--- src/rtl/serial_subtractor_pkg.sv ---
// Shared definitions for the bit-serial subtractor: FSM state encodings.
package serial_subtractor_pkg;

  localparam int unsigned StateW = 2;

  localparam logic [StateW-1:0] S_IDLE = 2'd0;
  localparam logic [StateW-1:0] S_RUN  = 2'd1;
  localparam logic [StateW-1:0] S_DONE = 2'd2;

endpackage

--- src/rtl/full_subtractor.sv ---
// One-bit full subtractor slice: d = a - b - bi, with borrow-out bo.
module full_subtractor (
  input  logic a,
  input  logic b,
  input  logic bi,
  output logic d,
  output logic bo
);

  assign d  = a ^ b ^ bi;
  assign bo = (~a & b) | (~(a ^ b) & bi);

endmodule

--- src/rtl/serial_subtractor.sv ---
// Bit-serial two's-complement subtractor, LSB first, one bit per clock behind valid/ready,
// producing the difference plus borrow, signed-overflow and zero flags.
module serial_subtractor
  import serial_subtractor_pkg::*;
#(
  parameter int unsigned WIDTH = 4
) (
  input  logic             clk,
  input  logic             rst_n,
  input  logic             in_valid,
  output logic             in_ready,
  input  logic [WIDTH-1:0] a,
  input  logic [WIDTH-1:0] b,
  output logic             out_valid,
  input  logic             out_ready,
  output logic [WIDTH-1:0] d,
  output logic             borrow,
  output logic             ovf,
  output logic             zero
);

  localparam int unsigned CntW = $clog2(WIDTH + 1);
  localparam logic [CntW-1:0] LastCnt = CntW'(WIDTH - 1);

  logic [StateW-1:0] state_q, state_d;
  logic [WIDTH-1:0]  a_q, a_d, b_q, b_d, res_q, res_d, d_q, d_d;
  logic [CntW-1:0]   cnt_q, cnt_d;
  logic              br_q, br_d;
  logic              borrow_q, borrow_d, ovf_q, ovf_d, zero_q, zero_d;
  logic              fs_d, fs_bo;
  logic [WIDTH-1:0]  res_shift;

  full_subtractor u_fs (
    .a  (a_q[0]),
    .b  (b_q[0]),
    .bi (br_q),
    .d  (fs_d),
    .bo (fs_bo)
  );

  assign res_shift = {fs_d, res_q[WIDTH-1:1]};

  always_comb begin
    state_d  = state_q;
    a_d      = a_q;
    b_d      = b_q;
    res_d    = res_q;
    cnt_d    = cnt_q;
    br_d     = br_q;
    d_d      = d_q;
    borrow_d = borrow_q;
    ovf_d    = ovf_q;
    zero_d   = zero_q;
    case (state_q)
      S_IDLE: begin
        if (in_valid) begin
          a_d     = a;
          b_d     = b;
          res_d   = '0;
          cnt_d   = '0;
          br_d    = 1'b0;
          state_d = S_RUN;
        end
      end
      S_RUN: begin
        a_d   = a_q >> 1;
        b_d   = b_q >> 1;
        res_d = res_shift;
        br_d  = fs_bo;
        cnt_d = cnt_q + CntW'(1);
        if (cnt_q == LastCnt) begin
          // On the last bit the slice inputs are the operand sign bits.
          d_d      = res_shift;
          borrow_d = fs_bo;
          ovf_d    = (a_q[0] ^ b_q[0]) & (a_q[0] ^ fs_d);
          zero_d   = (res_shift == '0);
          state_d  = S_DONE;
        end
      end
      S_DONE: begin
        if (out_ready) state_d = S_IDLE;
      end
      default: state_d = S_IDLE;
    endcase
  end

  always_ff @(posedge clk or negedge rst_n) begin
    if (!rst_n) begin
      state_q  <= S_IDLE;
      a_q      <= '0;
      b_q      <= '0;
      res_q    <= '0;
      cnt_q    <= '0;
      br_q     <= 1'b0;
      d_q      <= '0;
      borrow_q <= 1'b0;
      ovf_q    <= 1'b0;
      zero_q   <= 1'b0;
    end else begin
      state_q  <= state_d;
      a_q      <= a_d;
      b_q      <= b_d;
      res_q    <= res_d;
      cnt_q    <= cnt_d;
      br_q     <= br_d;
      d_q      <= d_d;
      borrow_q <= borrow_d;
      ovf_q    <= ovf_d;
      zero_q   <= zero_d;
    end
  end

  assign in_ready  = (state_q == S_IDLE);
  assign out_valid = (state_q == S_DONE);
  assign d         = d_q;
  assign borrow    = borrow_q;
  assign ovf       = ovf_q;
  assign zero      = zero_q;

endmodule

--- config.mk ---
export PLATFORM = sky130hd
export DESIGN_NAME = serial_subtractor
export DESIGN_NICKNAME = d
export VERILOG_FILES = /design/src/rtl/serial_subtractor_pkg.sv /design/src/rtl/full_subtractor.sv /design/src/rtl/serial_subtractor.sv
export SDC_FILE = /design/constraint.sdc
export NUM_CORES = 1
export LEC_CHECK = 0
export ABC_AREA = 0
export BUFFER_PORTS_ARGS = -buffer_cell sky130_fd_sc_hd__buf_4
export CORE_MARGIN = 2
export CORE_UTILIZATION = 50
export DETAILED_ROUTE_END_ITERATION = 6
export PLACE_DENSITY = 0.73
export SYNTH_ARGS = -nofsm -noshare
export SYNTH_HDL_FRONTEND = slang
export SYNTH_HIERARCHICAL = 1
export SYNTH_SLANG_ARGS = --single-unit
--- constraint.sdc ---
create_clock -name clk -period 2.4 [get_ports clk]
set_input_delay 0.24 -clock clk [delete_from_list [all_inputs] [get_ports clk]]
set_output_delay 0.24 -clock clk [all_outputs]
set_load 0.01 [all_outputs]
==> results.sh, run 1 <==
export IMPL_worstMarginPinSlew_ns=0.5841
export IMPL_ys_types=22
export IMPL_power_density_mw_per_mm2=1230
export IMPL_num_vias=792
export IMPL_cts_setup_buffers=0
export IMPL_htreeDepth=1
export IMPL_min_path_type="input port to register"
export IMPL_wl_met3_um=69
export IMPL_drt_iter0_drc=8
export IMPL_synth_common_cells="24 x dfrtp_1, 12 x o21ai_1, 9 x nand2_1"
export IMPL_clk_pin_slew_worst_paths_ns=0.12
export IMPL_hold_end="state_q[1]$_DFFE_PN0P_"
export IMPL_coreArea_mm2=0.002170
export IMPL_synth_warnings=6
export IMPL_drt_pass1_iter_count=4
export IMPL_io_pins=21
export IMPL_fill_cells=182
export IMPL_cap_violations=0
export IMPL_setup_viol_count_final=0
export IMPL_dieHeight_um=51.27
export IMPL_ant_nets=0
export IMPL_max_freq_ghz=0.6066
export IMPL_groute_usage_overall=0.1755
export IMPL_fin_nets=138
export IMPL_maxSlewHeadroom=0.6098
export IMPL_worstPathArrival_ns=1.41
export IMPL_synth_top_area_cell="dfrtp_1"
export IMPL_rrSetupSlack_ns=0.77
export IMPL_hold_depth=2
export IMPL_path_max_fanout=11
export IMPL_netlist_instances=100
export IMPL_r2r_end="zero$_DFFE_PN0P_"
export IMPL_area_growth_synth_to_final_pct=19.15
export IMPL_synth_enable_flop_cells=0
export IMPL_syn_num_nets=115
export IMPL_num_rows=17
export IMPL_post_place_ws_ns=0.7922
export IMPL_yosys_cell_count_top_type="dfrtp_1"
export IMPL_tns_ns=0
export IMPL_yosysSeqAreaShare=0.5375
export IMPL_ys_top_cells_by_area="dfrtp_1 54%, o21ai_1 5.4%, mux2_1 5.0%"
export IMPL_yosys_area_top_type_share=0.5375
export IMPL_portBuffers=20
export IMPL_worstHoldStart="out_ready"
export IMPL_die_area_mm2=0.002629
export IMPL_cts_resized=0
export IMPL_fp_dieW_um=51.27
export IMPL_wl_met1_um=900
export IMPL_power_mw=1.637
export IMPL_r2r_start="b_q[0]$_DFFE_PN0P_"
export IMPL_ir_worst_vdd_mv=0.6230
export IMPL_finalCriticalPeriod_ns=1.649
export IMPL_dr_max_layer_used="met4"
export IMPL_avgSynthCellArea_um2=11.17
export IMPL_wire_per_inst_um=12.91
export IMPL_slew_viol_final=0
export IMPL_cts_sinks=24
export IMPL_cts_buffers=3
export IMPL_worstPathRequired_ns=2.16
export IMPL_overflow=0
export IMPL_finClkSkew_ns=0.003229
export IMPL_rsz0062_at_grt="false"
export IMPL_viasPerCell=5.280
export IMPL_synthArstFlopShare=1.000
export IMPL_drive_gt1_frac=0.2377
export IMPL_ys_flop_type="dfrtp_1"
export IMPL_routed_wl_mm=1.937
export IMPL_hold_buffers=1
export IMPL_clock_path_buffers=2
export IMPL_finalCritPeriodShare=0.6869
export IMPL_dr_wl_met2_um=951
export IMPL_cp_end_kind="primary output"
export IMPL_startpoint_type="register"
export IMPL_seqCellArea_um2=600.6
export IMPL_grt_max_degree=25
export IMPL_reg2reg_depth=4
export IMPL_p_leak_nw=0.6543
export IMPL_cts_tree="yes"
export IMPL_clk_latency_ns=0.30
export IMPL_worst_slack_ns=0.7514
export IMPL_final_core_util=0.6136
export IMPL_initial_core_util=0.5150
export IMPL_post_route_drc_count=0
export IMPL_grt_pass1_vias=788
export IMPL_hold_violations=0
export IMPL_dp_final_hpwl_mm=1.388
export IMPL_gp_congestion=0.7607
export IMPL_cts_root_buf="clkbuf_4"
export IMPL_synth_seq_cells=24
export IMPL_critPathKind="register to primary output"
export IMPL_diodes=0
export IMPL_multiInputGateArea_um2=469.2
export IMPL_outcome="finished clean"
export IMPL_antenna_found_initial=0
export IMPL_syn_area_mm2=0.001117
export IMPL_grt_pass1_wl_mm=3.429
export IMPL_worst_hold_slack_ns=0.09615
[critical path, cell delays in order, from the launching register on]
cell and delay [ns]:
dfrtp_1 0.55, buf_4 0.24, nand2b_1 0.14, inv_1 0.05, buf_4 0.13
[stage by stage]
stage               cells  area, um2
floorplan             100       1117
global placement      145       1285
detailed placement    145       1285
CTS                   150       1331
global route          150       1331
finish                150       1331
[kinds of logic after synthesis]
| family | synth area share |
|---|---|
| flops | 0.5375 |
| simple gates | 0.1422 |
| buf+inv | 0.04255 |
| fa+ha+maj | 0.04031 |
| mux | 0.05039 |
| compound gates | 0.1870 |
[flip-flops by register name, summed over array words and instances, names as in the netlist]
name and flops:
zero 1, res_q 3, borrow 1, a_q 4
d 4, cnt_q 3, state_q 2, b_q 4
br_q 1, ovf 1
[placed cells by master, fill, tap and decap left out, types with 5 or more instances in the layout]
cell type	n
a21oi_1	8
a22o_1	5
a22oi_1	5
buf_4	21
dfrtp_1	24
inv_1	6
mux2_1	5
nand2_1	9
nor2b_1	6
o21ai_1	12
[worst max-delay path by stage]
stage                      startpoint          endpoint  slack, ns
6_report       state_q[0]$_DFFE_PN0P_         out_valid       0.75
4_1_cts        state_q[0]$_DFFE_PN0P_         out_valid       0.73
3_3_place_gp       b_q[0]$_DFFE_PN0P_  zero$_DFFE_PN0P_       0.83
3_5_place_dp       b_q[0]$_DFFE_PN0P_  zero$_DFFE_PN0P_       0.79
5_1_grt        state_q[0]$_DFFE_PN0P_         out_valid       0.59
2_1_floorplan      a_q[0]$_DFFE_PN0P_  zero$_DFFE_PN0P_       0.87
[per-layer routing]
metal,GRT usage,up-vias
li1,-,395
met1,0.2226,380
met2,0.3009,15
met3,0.01754,2
met4,0.08333,0
met5,0,-
[final cells by class]
type                    instances  share of cell area
inverters                       6             0.01692
multi-input cells              66              0.3524
repair buffers                 22              0.1259
well taps                      28             0.02632
clock buffers                   4             0.02726
flip-flops and latches         24              0.4511
[power by group]
part | total, mW | internal (mW) | switching (mW)
Clock | 0.205 | 0.0925 | 0.113
Combinational | 0.702 | 0.372 | 0.330
Sequential | 0.730 | 0.577 | 0.153
Total | 1.64 | 1.04 | 0.595
Power figures use the tool's default switching activity.
==> run 2: changes to the inputs <==
- ABC_AREA: 0 -> 1
- PLACE_DENSITY: 0.73 -> 0.72
- clock period: 2.4 -> 1.59 ns (I/O delays scaled with it)
==> results.sh, run 2 <==
export IMPL_outcome="finished clean"
export IMPL_avgSynthCellArea_um2=8.749
export IMPL_critPathKind="register to register"
export IMPL_synth_top_area_cell="dfrtp_1"
export IMPL_die_area_mm2=0.002824
export IMPL_dr_wl_met2_mm=1.049
export IMPL_layout_cells_most_common="nand2_1"
export IMPL_slew_viol_final=0
export IMPL_maxSlewHeadroom=0.6917
export IMPL_ys_types=21
export IMPL_groute_usage_overall=0.1797
export IMPL_syn_area_mm2=0.001207
export IMPL_num_vias=881
export IMPL_worstMarginPinSlew_ns=0.4624
export IMPL_fill_cells=211
export IMPL_power_density_mw_per_mm2=2000
export IMPL_area_growth_synth_to_final_pct=15.03
export IMPL_cp_end_kind="register"
export IMPL_min_path_type="input port to register"
export IMPL_multiInputGateArea_um2=476.7
export IMPL_layout_common_cells="41 x nand2_1, 24 x inv_1, 24 x dfrtp_1"
export IMPL_dieHeight_um=53.14
export IMPL_synth_seq_cells=24
export IMPL_startpoint_type="register"
export IMPL_ys_flop_type="dfrtp_1"
export IMPL_worstPathRequired_ns=1.79
export IMPL_num_rows=17
export IMPL_htreeDepth=1
export IMPL_yosys_area_top_type_share=0.4974
export IMPL_io_pins=21
export IMPL_clk_pin_slew_worst_paths_ns=0.13
export IMPL_setup_viol_count_final=0
export IMPL_p_leak_nw=0.7727
export IMPL_grt_pass1_wl_mm=3.677
export IMPL_fp_dieW_um=53.14
export IMPL_ant_nets=0
export IMPL_dp_final_hpwl_mm=1.494
export IMPL_worstHoldStart="out_ready"
export IMPL_worst_hold_slack_ns=0.02875
export IMPL_post_place_ws_ns=0.1623
export IMPL_initial_core_util=0.5355
export IMPL_dr_max_layer_used="met4"
export IMPL_grt_pass1_vias=887
export IMPL_tns_ns=0
export IMPL_path_max_fanout=4
export IMPL_cts_setup_buffers=0
export IMPL_cts_sinks=24
export IMPL_wl_met3_um=49
export IMPL_cts_buffers=3
export IMPL_rsz0062_at_grt="false"
export IMPL_drt_iter0_drc=11
export IMPL_wire_per_inst_um=11.22
export IMPL_yosysSeqAreaShare=0.4974
export IMPL_diodes=0
export IMPL_finalCritPeriodShare=0.9202
export IMPL_wl_met1_um=971
export IMPL_yosys_cell_count_top_type="nand2_1"
export IMPL_routed_wl_mm=2.086
export IMPL_drive_gt1_frac=0.2532
export IMPL_portBuffers=20
export IMPL_synthArstFlopShare=1.000
export IMPL_ys_top_cells_by_area="dfrtp_1 50%, nand2_1 13%, inv_1 7.5%"
export IMPL_finClkSkew_ns=0.004447
export IMPL_drt_pass1_iter_count=4
export IMPL_cap_violations=0
export IMPL_worstPathArrival_ns=1.67
export IMPL_max_freq_ghz=0.6835
export IMPL_hold_violations=0
export IMPL_ir_worst_vdd_mv=1.205
export IMPL_startpoint="b_q[0]$_DFFE_PN0P_"
export IMPL_seqCellArea_um2=600.6
export IMPL_syn_num_nets=153
export IMPL_netlist_instances=138
export IMPL_synth_common_cells="41 x nand2_1, 24 x dfrtp_1, 24 x inv_1"
export IMPL_cts_root_buf="clkbuf_4"
export IMPL_clk_latency_ns=0.30
export IMPL_grt_max_degree=25
export IMPL_clock_path_buffers=2
export IMPL_cts_resized=0
export IMPL_fin_nets=175
export IMPL_coreArea_mm2=0.002255
export IMPL_overflow=0
export IMPL_antenna_found_initial=0
export IMPL_gp_congestion=0.7481
export IMPL_post_route_drc_count=0
export IMPL_synth_warnings=6
export IMPL_cts_tree="yes"
export IMPL_finalCriticalPeriod_ns=1.463
export IMPL_r2r_start="b_q[0]$_DFFE_PN0P_"
export IMPL_worst_slack_ns=0.1269
export IMPL_synth_enable_flop_cells=0
export IMPL_viasPerCell=4.737
==> run 2: changes by cell type after synthesis, sizes merged, moves of 2 or more <==
cell,change
mux2,-5
nor2b,-6
nor2,+3
nand3,+17
inv,+19
and2b,-2
a21oi,-6
a22o,-5
nand2b,-2
a22oi,-5
nand2,+35
and3b,-2
==> run 2: per-layer routing <==
metal	vias up	track usage
met3	2	0.02542
li1	472	-
met2	10	0.3146
met4	0	0.06410
met5	-	0
met1	397	0.2238
==> run 2: worst max-delay path, cell delays in order (launching register included) <==
cell,delay (ns)
dfrtp_1,0.42
inv_1,0.07
fa_1,0.57
inv_1,0.07
nand3_1,0.07
nand2_1,0.05
nand2_1,0.05
nand2_1,0.05
==> run 2: report_power, final <==
group	switching [mW]	internal [mW]
Combinational	0.842	0.572
Clock	0.171	0.0884
Sequential	0.216	0.887
Total	1.23	1.55
==> run 2: stage by stage <==
step	instance area, um2	total power, mW	util	std cells
floorplan	1207	2.199	-	138
global placement	1356	2.492	0.6016	182
detailed placement	1356	2.542	0.6016	182
CTS	1389	2.818	0.6160	186
global route	1389	3.054	0.6160	186
finish	1389	2.777	0.6160	186
==> run 2: cell families after synthesis <==
family / count (synthesis) / share of synthesized area
AND/OR/NAND/NOR: 67 / 0.2715
flip-flops: 24 / 0.4974
buffers and inverters: 29 / 0.1078
adder cells (fa/ha/maj): 3 / 0.03730
AO/OA/AOI/OAI: 15 / 0.08601
==> run 2: repair_timing <==
item                                    in CTS  in global routing
endpoints found under the setup margin       0                  0
hold endpoints to repair                    24                  0
hold buffers                                 1                  0
==> run 2: worst paths after layout <==
path,to,slack [ns],depth (start not counted)
worst max-delay path,ovf$_DFFE_PN0P_,0.13,7
worst min-delay path,state_q[1]$_DFFE_PN0P_,0.03,2
worst max register to register,ovf$_DFFE_PN0P_,0.13,7
worst min register to register,b_q[1]$_DFFE_PN0P_,0.49,2
max in group asynchronous,b_q[1]$_DFFE_PN0P_,1.08,2
min in group asynchronous,zero$_DFFE_PN0P_,0.27,2
==> run 2: area by class of cell <==
cell class | instances | area share
Inverter | 25 | 0.06757
Multi-Input combinational cell | 85 | 0.3432
Clock buffer | 3 | 0.01622
Timing Repair Buffer | 21 | 0.1153
Tap cell | 28 | 0.02523
Sequential cell | 24 | 0.4324
